==> config.mk <==
export PLATFORM = sky130hd
export DESIGN_NAME = divisor_secuencial_param
export DESIGN_NICKNAME = d
export VERILOG_FILES = /design/src/rtl/divisor_secuencial_param.sv
export SDC_FILE = /design/constraint.sdc
export NUM_CORES = 1
export LEC_CHECK = 0
export BUFFER_PORTS_ARGS = -buffer_cell sky130_fd_sc_hd__buf_2
export CAP_MARGIN = 20
export CORE_MARGIN = 2
export CORE_UTILIZATION = 50
export CTS_CLUSTER_DIAMETER = 150
export DETAILED_ROUTE_END_ITERATION = 7
export GPL_ROUTABILITY_DRIVEN = 0
export GPL_TIMING_DRIVEN = 0
export PLACE_DENSITY = 0.7
export SETUP_SLACK_MARGIN = 0.3
export SYNTH_ARGS = -nofsm -noshare
export SYNTH_HDL_FRONTEND = slang
export SYNTH_SLANG_ARGS = --single-unit
==> constraint.sdc <==
create_clock -name reloj -period 5.1 [get_ports reloj]
set_input_delay 0.51 -clock reloj [delete_from_list [all_inputs] [get_ports reloj]]
set_output_delay 0.51 -clock reloj [all_outputs]
set_load 0.01 [all_outputs]
==> src/rtl/divisor_secuencial_param.sv <==
// Parametrised sequential restoring divider: one quotient bit per clock, with remainder,
// divide-by-zero and signed-overflow flags, and an optional truncating signed mode.
module divisor_secuencial_param #(
  parameter int DD_W      = 32,
  parameter int DV_W      = 16,
  parameter bit SIGNED_EN = 1
) (
  input  logic            reloj,
  input  logic            reset,
  input  logic            inicie,
  input  logic [DD_W-1:0] dividendo,
  input  logic [DV_W-1:0] divisor,
  input  logic            con_signo,
  output logic [DD_W-1:0] cociente,
  output logic [DV_W-1:0] residuo,
  output logic            termino,
  output logic            div_cero,
  output logic            desborde
);

  localparam int CW = $clog2(DD_W);
  localparam logic [CW-1:0] LAST = CW'(DD_W - 1);

  typedef enum logic [1:0] {REPOSO, CALCULO, CERO} state_t;

  state_t state, state_next;

  logic            inicie_q;
  logic            start;
  logic            signed_op;
  logic            dd_neg;
  logic            dv_neg;
  logic            dv_zero;
  logic            is_ovf;
  logic [DD_W-1:0] dd_mag;
  logic [DV_W-1:0] dv_mag;

  logic [DD_W-1:0] shift;
  logic [DV_W-1:0] rem;
  logic [DV_W-1:0] dv_q;
  logic [CW-1:0]   cnt;
  logic            neg_q;
  logic            neg_r;
  logic            ovf_q;

  logic [DV_W-1:0] trial_lo;
  logic            fits;
  logic [DV_W-1:0] rem_next;
  logic [DD_W-1:0] shift_next;
  logic [DD_W-1:0] q_final;
  logic [DV_W-1:0] r_final;

  assign start = inicie & ~inicie_q & (state == REPOSO);

  always_comb begin
    signed_op = SIGNED_EN && con_signo;
    dd_neg    = signed_op & dividendo[DD_W-1];
    dv_neg    = signed_op & divisor[DV_W-1];
    dd_mag    = dd_neg ? -dividendo : dividendo;
    dv_mag    = dv_neg ? -divisor : divisor;
    dv_zero   = (divisor == '0);
    is_ovf    = signed_op && (dividendo == {1'b1, {(DD_W-1){1'b0}}}) && (divisor == '1);
  end

  // The DV_W+1 bit partial remainder is {rem msb, trial_lo}; a set msb always exceeds the divisor.
  always_comb begin
    trial_lo   = {rem[DV_W-2:0], shift[DD_W-1]};
    fits       = rem[DV_W-1] | (trial_lo >= dv_q);
    rem_next   = fits ? (trial_lo - dv_q) : trial_lo;
    shift_next = {shift[DD_W-2:0], fits};
    q_final    = neg_q ? -shift_next : shift_next;
    r_final    = neg_r ? -rem_next : rem_next;
  end

  always_ff @(posedge reloj) begin
    if (reset) state <= REPOSO;
    else       state <= state_next;
  end

  always_comb begin
    state_next = state;
    termino    = 1'b0;
    case (state)
      REPOSO: begin
        termino = 1'b1;
        if (start) begin
          if (dv_zero) state_next = CERO;
          else         state_next = CALCULO;
        end
      end
      CALCULO: begin
        if (cnt == LAST) state_next = REPOSO;
      end
      CERO:    state_next = REPOSO;
      default: state_next = REPOSO;
    endcase
  end

  // On a zero divisor the shift register keeps the raw dividend so CERO can return its low bits.
  always_ff @(posedge reloj) begin
    if (reset) begin
      inicie_q <= 1'b0;
      cociente <= '0;
      residuo  <= '0;
      div_cero <= 1'b0;
      desborde <= 1'b0;
      shift    <= '0;
      rem      <= '0;
      dv_q     <= '0;
      cnt      <= '0;
      neg_q    <= 1'b0;
      neg_r    <= 1'b0;
      ovf_q    <= 1'b0;
    end else begin
      inicie_q <= inicie;
      case (state)
        REPOSO: begin
          if (start) begin
            div_cero <= 1'b0;
            desborde <= 1'b0;
            dv_q     <= dv_mag;
            rem      <= '0;
            cnt      <= '0;
            neg_q    <= dd_neg ^ dv_neg;
            neg_r    <= dd_neg;
            ovf_q    <= is_ovf;
            shift    <= dv_zero ? dividendo : dd_mag;
          end
        end
        CALCULO: begin
          shift <= shift_next;
          rem   <= rem_next;
          cnt   <= cnt + 1'b1;
          if (cnt == LAST) begin
            cociente <= q_final;
            residuo  <= r_final;
            desborde <= ovf_q;
          end
        end
        CERO: begin
          cociente <= '1;
          residuo  <= shift[DV_W-1:0];
          div_cero <= 1'b1;
          desborde <= 1'b0;
        end
        default: ;
      endcase
    end
  end

endmodule

# Word-level counts from Yosys, hierarchy flattened
# Index checks and enable logic that the tools add are counted.
[classes]
addsub = 6
mul = 0
n_div = 0
n_lt_le_gt_ge = 1
n_eq_ne = 7
n_shift = 0
n_mux = 25
n_bitwise = 7
n_reduce_logical = 14
[ops]
columns = ["operator", "count"]
rows = [
  ["two-way mux 32 bit", 5],
  ["one-hot mux 32 bit (2 select lines)", 2],
  ["two-way mux 16 bit", 5],
  ["negation 32 bit", 2],
  ["one-hot mux 16 bit (2 select lines)", 2],
  ["equality test 32 bit, second input constant", 1],
  ["negation 16 bit", 2],
  ["equality test 16 bit, second input constant", 1],
  [">= comparator 16 bit", 1],
  ["zero test 16 bit", 1],
  ["subtractor 16 bit", 1],
  ["one-hot mux 5 bit (2 select lines)", 1],
  ["AND reduction 2 bit", 5],
  ["two-way mux 2 bit", 3],
  ["nonzero test 2 bit", 3],
  ["adder 5 x 1 -> 5 bit, second input constant", 1],
  ["equality test 5 bit, second input constant", 1],
  ["two-way mux 5 bit", 1],
  ["bitwise AND 1 bit", 4],
  ["inequality test 2 bit, second input constant", 2],
  ["one-hot mux 2 bit (2 select lines)", 1],
  ["two-way mux 1 bit", 3],
  ["one-hot mux 1 bit (3 select lines)", 1],
  ["AND reduction 3 bit", 1],
  ["9 further kinds", 10],
]
[word_totals]
register_bits = 125
latchBits = 0
ramBits = 0
romBits = 0
inputBits = 52
word_cells = 73
memories = 0

# Logic depth before layout (Yosys ltp)
[depth]
ltp_word = 7
depth_mapped = 20
depth_no_buf = 17

# Worst setup path before layout
# Ideal clock, no wire load.
[synth_path]
kind = "register to register"
from = "register shift[31]"
to = "register residuo[14]"
setup_ps = 86
arrival_time_ps = 3850
required_ps = 5014
setup_slack_ps = 1164
stages_incl_launch_ff = 21
path_buffers = 3
period_less_slack_ps = 3936
path_cell_list = "dfxtp_1 > inv_1 > ha_1 > fa_1 > nand2b_1 > a21o_1 > a21boi_2 > or3_1 > buf_6 > buf_6 > clkbuf_1 > nand2_1 > o21ai_0 > ha_1 > nand3b_1 > nor4_1 > a41oi_1 > nand3b_1 > o41ai_2 > xor2_1 > a211oi_1"
[synth_between]
elab_chain_len = 7
word_cells_on_any_way = 8
classes_between = "add/sub: 2; order compare: 1; mux: 4; bitwise: 1"
[synth_rtl]
columns = ["element", "line_no", "rtl"]
rows = [
  ["from (decl)", "38", "logic [DD_W-1:0] shift;"],
  ["from (signal assigned)", "127", "shift <= dv_zero ? dividendo : dd_mag;"],
  ["from (signal assigned)", "131", "shift <= shift_next;"],
  [">= comparator 16 bit", "68", "fits = rem[DV_W-1] | (trial_lo >= dv_q);"],
  ["bitwise OR 1 bit", "68", ""],
  ["two-way mux 16 bit (*)", "69", "rem_next = fits ? (trial_lo - dv_q) : trial_lo;"],
  ["negation 16 bit", "72", "r_final = neg_r ? -rem_next : rem_next;"],
  ["two-way mux 16 bit (*)", "72", ""],
  ["two-way mux 16 bit (*)", "134", "if (cnt == LAST) begin"],
  ["one-hot mux 16 bit (2 select lines) (*)", "116", "case (state)"],
  ["to (signal assigned)", "136", "residuo <= r_final;"],
  ["to (signal assigned)", "142", "residuo <= shift[DV_W-1:0];"],
  ["to (decl)", "15", "output logic [DV_W-1:0] residuo,"],
]
# Every way passes the cells marked *; elsewhere a longest branch is shown, timed or not. The select of a mux whose other input is x is not followed.
# A chain may end at the register's enable or synchronous reset.

# Worst setup path after layout
[layout_path]
from = "register rem[10]"
to = "register residuo[14]"
[layout_between]
elab_chain_len = 7
word_cells_on_any_way = 8
classes_between = "add/sub: 2; order compare: 1; mux: 4; bitwise: 1"
[layout_rtl]
columns = ["element", "line_no", "rtl"]
rows = [
  ["from (decl)", "39", "logic [DV_W-1:0] rem;"],
  ["from (signal assigned)", "132", "rem <= rem_next;"],
  [">= comparator 16 bit", "68", ""],
  ["bitwise OR 1 bit", "68", ""],
  ["two-way mux 16 bit (*)", "69", ""],
  ["negation 16 bit", "72", ""],
  ["two-way mux 16 bit (*)", "72", ""],
  ["two-way mux 16 bit (*)", "134", ""],
  ["one-hot mux 16 bit (2 select lines) (*)", "116", ""],
]
# Marked as above.

==> metrics.txt <==
Slew Limit Headroom=between 40% and 50%; crit share post-route=roughly nine tenths; final hold violations=0; number of buffers inserted during clock tree synthesis=17; share of cells above drive strength 1=14.5%; clock root buffer=clkbuf_16; Min Clock Period, post-route=4.52 ns; outcome=completed; drt pass-1 iters=6; Max Clock Freq=221 MHz; worst slew pin tran=0.774 ns; Final Instance Area=9490 um^2; number of fill cells in the layout=1486; Boundary Pins=103; nature of the critical path endpoint=flip-flop; global-route wire length before repair=just under 40000 um; class of the tightest hold or removal check=input pin to flip-flop; classification of the worst setup path=flip-flop to flip-flop; Starting Density=51.1%; sum of negative setup slack=0 ns; highest-utilization routing layer at the global route stage=met2; net count of the finished layout=1240; clock latency reported for the late side of the worst-skew pair=0.42 ns; sequential share of the synthesized area=30.9%; remaining routing DRC violations=0; # port buffers=100; Startpoint Class=flip-flop; routed via count divided by cell count=between 5 and 6; endpoint required time on the critical path=~5.4 ns; P per Cell Area=487 nW/um^2; overall power after layout=4630 uW; Clk pin slew, worst setup/hold paths=0.06 ns; number of levels the H-tree was split into=4; largest vdd supply drop=0.361 mV; # setup viols final=0; path length in cells of the critical path=18; critical path peak fanout=10; Max Root-Sink Buffers=2; buffers plus inverters on the worst setup path=4; delay of the slowest critical-path stage=between 0.4 and 0.5 ns; post-DR wirelength/cell=17.7 um; number of cells produced by synthesis=1044; GRT met1 Usage=40.6%; vias in the first global route=7538; Maximum Capacitance Violations=0; area inside the core boundary=15800 um^2; flops & latches, synth=approximately 130; critical path, cell by cell=ha_1, buf_2, a21o_1, a31oi_1, o22ai_1, or3_1, buf_6, buf_6, buf_4, o21ai_0, ha_2, nand3b_1, nor4_2, a41oi_1, nand3b_1, o41ai_2, xor2_1, a211oi_1; FF-to-FF setup slack=0.58 ns; worst reg2reg endpoint=residuo[14]; Routed Wire Length=24600 um; TritonCTS clock tree=yes; Mapped Nets=1120; diode count=0; pin count of the biggest net entering global routing=17; summed instance area of the synthesized netlist=8100 um^2; standby leakage power=between 0.003 and 0.004 uW; dpl hpwl=roughly 19000 um; Layout area overhead=17.2%; number of core rows=46; Worst Skew=roughly 0.008 ns; register area=2500 um^2; Main synth FF type=dfxtp_1; Die Y=131 um; setup repair after global routing missed its margin=no; Multi-input gate area=just over 5000 um^2; placed inst area=8870 um^2; drt initial violations=860; total of warnings raised by yosys=0; CP top delay family=compound AO/OA/AOI/OAI gates; met3 routing resource usage after global routing=under 10%; CP startpoint=rem[10]; number of enable flip-flop cells after synthesis=0; count of vias placed by the detailed router=approximately 8300; critical path endpoint=residuo[14]; number of different library cells in the post-synthesis netlist=79; die width=131 um; aggregate global routing overflow=0; post-detailed-route count of antenna-violating nets=0; Synth Area per Inst=7.75 um^2; number of cells on the worst reg-to-reg path=18; final number of max-transition violations=0; total routing resource utilization after global routing=roughly 28%; data arrival time of the critical path=between 4 and 5 ns; share of flip-flops with an asynchronous set or reset after synthesis=0%; Worst R2R Start=rem[10]; worst-path cell with the longest stage delay=dfxtp_1; initial antenna violation count=0; total number of clock tree sinks=about 130; CTS Hold Buffers Added=0; die footprint=between 15000 and 20000 um^2; met2 global-route usage=between 40 and 50%
-- per-layer routing --
layer	share of wire, %	up-vias	wire (um)
met2	44	306	10800
met3	7.7	38	1890
met4	1.9	0	455
met5	0	-	0
li1	-	4039	-
met1	47	3883	11500
-- worst min-delay path by stage --
stage	start	endpoint	slack, ns	cells past startpoint
5_1_grt	inicie	inicie_q	0.36	2
4_1_cts	inicie	inicie_q	0.31	2
2_1_floorplan	ovf_q	ovf_q	0.43	2
3_5_place_dp	dv_q[15]	dv_q[15]	0.45	2
6_report	inicie	inicie_q	0.31	2
3_3_place_gp	ovf_q	ovf_q	0.44	2
-- synth_stat cells (3+ instances only) --
master	n	area [um^2]
or4_1	6	45.0
a221oi_1	3	26.3
ha_1	23	288
o31ai_1	12	90.1
o311ai_1	3	26.3
nor2_1	107	402
or3_1	16	100
a21oi_1	79	395
o41ai_2	4	65.1
a211oi_1	49	368
buf_1	9	33.8
o31ai_2	4	50.1
nor4_1	14	87.6
a22oi_1	32	240
inv_1	35	131
o22ai_1	3	18.8
nand4_1	15	93.8
o211ai_1	8	60.1
xnor2_1	39	342
nand2_1	118	443
and3_1	7	43.8
buf_6	4	45.0
xor2_1	47	412
buf_2	5	25.0
mux2_2	3	33.8
nand3_1	26	130
dfxtp_1	125	2500
o41ai_1	9	78.8
nor3_1	30	150
nor2b_1	7	43.8
clkbuf_1	57	214
o21ai_0	39	195
o21ai_1	3	15.0
a31oi_1	15	93.8
a311oi_1	12	105
nand3b_1	3	22.5
a21o_1	7	52.6
nand2b_1	8	50.1
and2_1	4	25.0
mux2i_1	9	90.1
o21a_1	3	22.5
-- worst reg2reg max path: cells and delay by family, from the launching register on --
family	cells	cell delay (ns)
AOI/OAI and AO/OA	7	1.48
and+or+nand+nor	4	0.96
buffers and inverters	4	0.69
adders and majority gates	2	0.56
DFF	1	0.42
xor gates and xnor gates	1	0.25
-- registers in the layout, summed over array words and instances, names as in the netlist, 2 cells and up --
signal	flops
cociente	32
shift	32
dv_q	16
rem	16
residuo	16
cnt	5
state	2
-- cell type report --
cell class / instances / share of cell area (%)
flip-flops and latches: 125 / 26.4
clock buffers: 25 / 5.22
clock inverters: 5 / 1.12
inverters: 36 / 1.42
multi-input cells: 807 / 54.2
plain buffers: 76 / 3.47
repair buffers: 101 / 5.35
well taps: 216 / 2.85
-- metrics by stage --
step	utilization, %	worst slack, ns	cells	hold WS, ns
3_5_place_dp	56.0	0.162	1360	0.448
2_1_floorplan	-	1.16	1044	0.432
3_3_place_gp	56.0	0.221	1360	0.442
4_1_cts	59.8	0.355	1390	0.312
5_1_grt	60.0	0.378	1391	0.362
6_report	60.0	0.583	1391	0.313
-- where the power goes --
group | leakage (uW) | internal, uW | switching, uW
clock | 0.000290 | 816 | 432
combinational | 0.00233 | 875 | 1390
sequential | 0.00102 | 1040 | 77.6
total | 0.00364 | 2730 | 1900
-- cell usage in the layout (no fill, tap or decap), types with 35 or more instances in the layout --
cell	n
dfxtp_1	124
nand2_1	118
nor2_1	107
buf_2	105
a21oi_1	79
clkbuf_1	60
a211oi_1	49
xor2_1	47
xnor2_1	39
o21ai_0	38
inv_1	35
-- what timing repair did --
action                     CTS  global route
setup endpoints to repair    1             3
setup buffers                0             1
gates cloned                 0             0
pin swaps                    0             1
gates resized for setup      1             7
-- cells by family after synthesis --
logic type | count (synthesis) | share of synthesized area, %
buffers and inverters | 112 | 5.69
adder cells (fa/ha/maj) | 24 | 3.80
AO/OA/AOI/OAI | 305 | 26.0
flip-flops | 125 | 30.9
AND/OR/NAND/NOR | 377 | 22.1
multiplexers | 15 | 2.16
XOR/XNOR | 86 | 9.30
No activity file was read; power rests on OpenSTA's default activity.
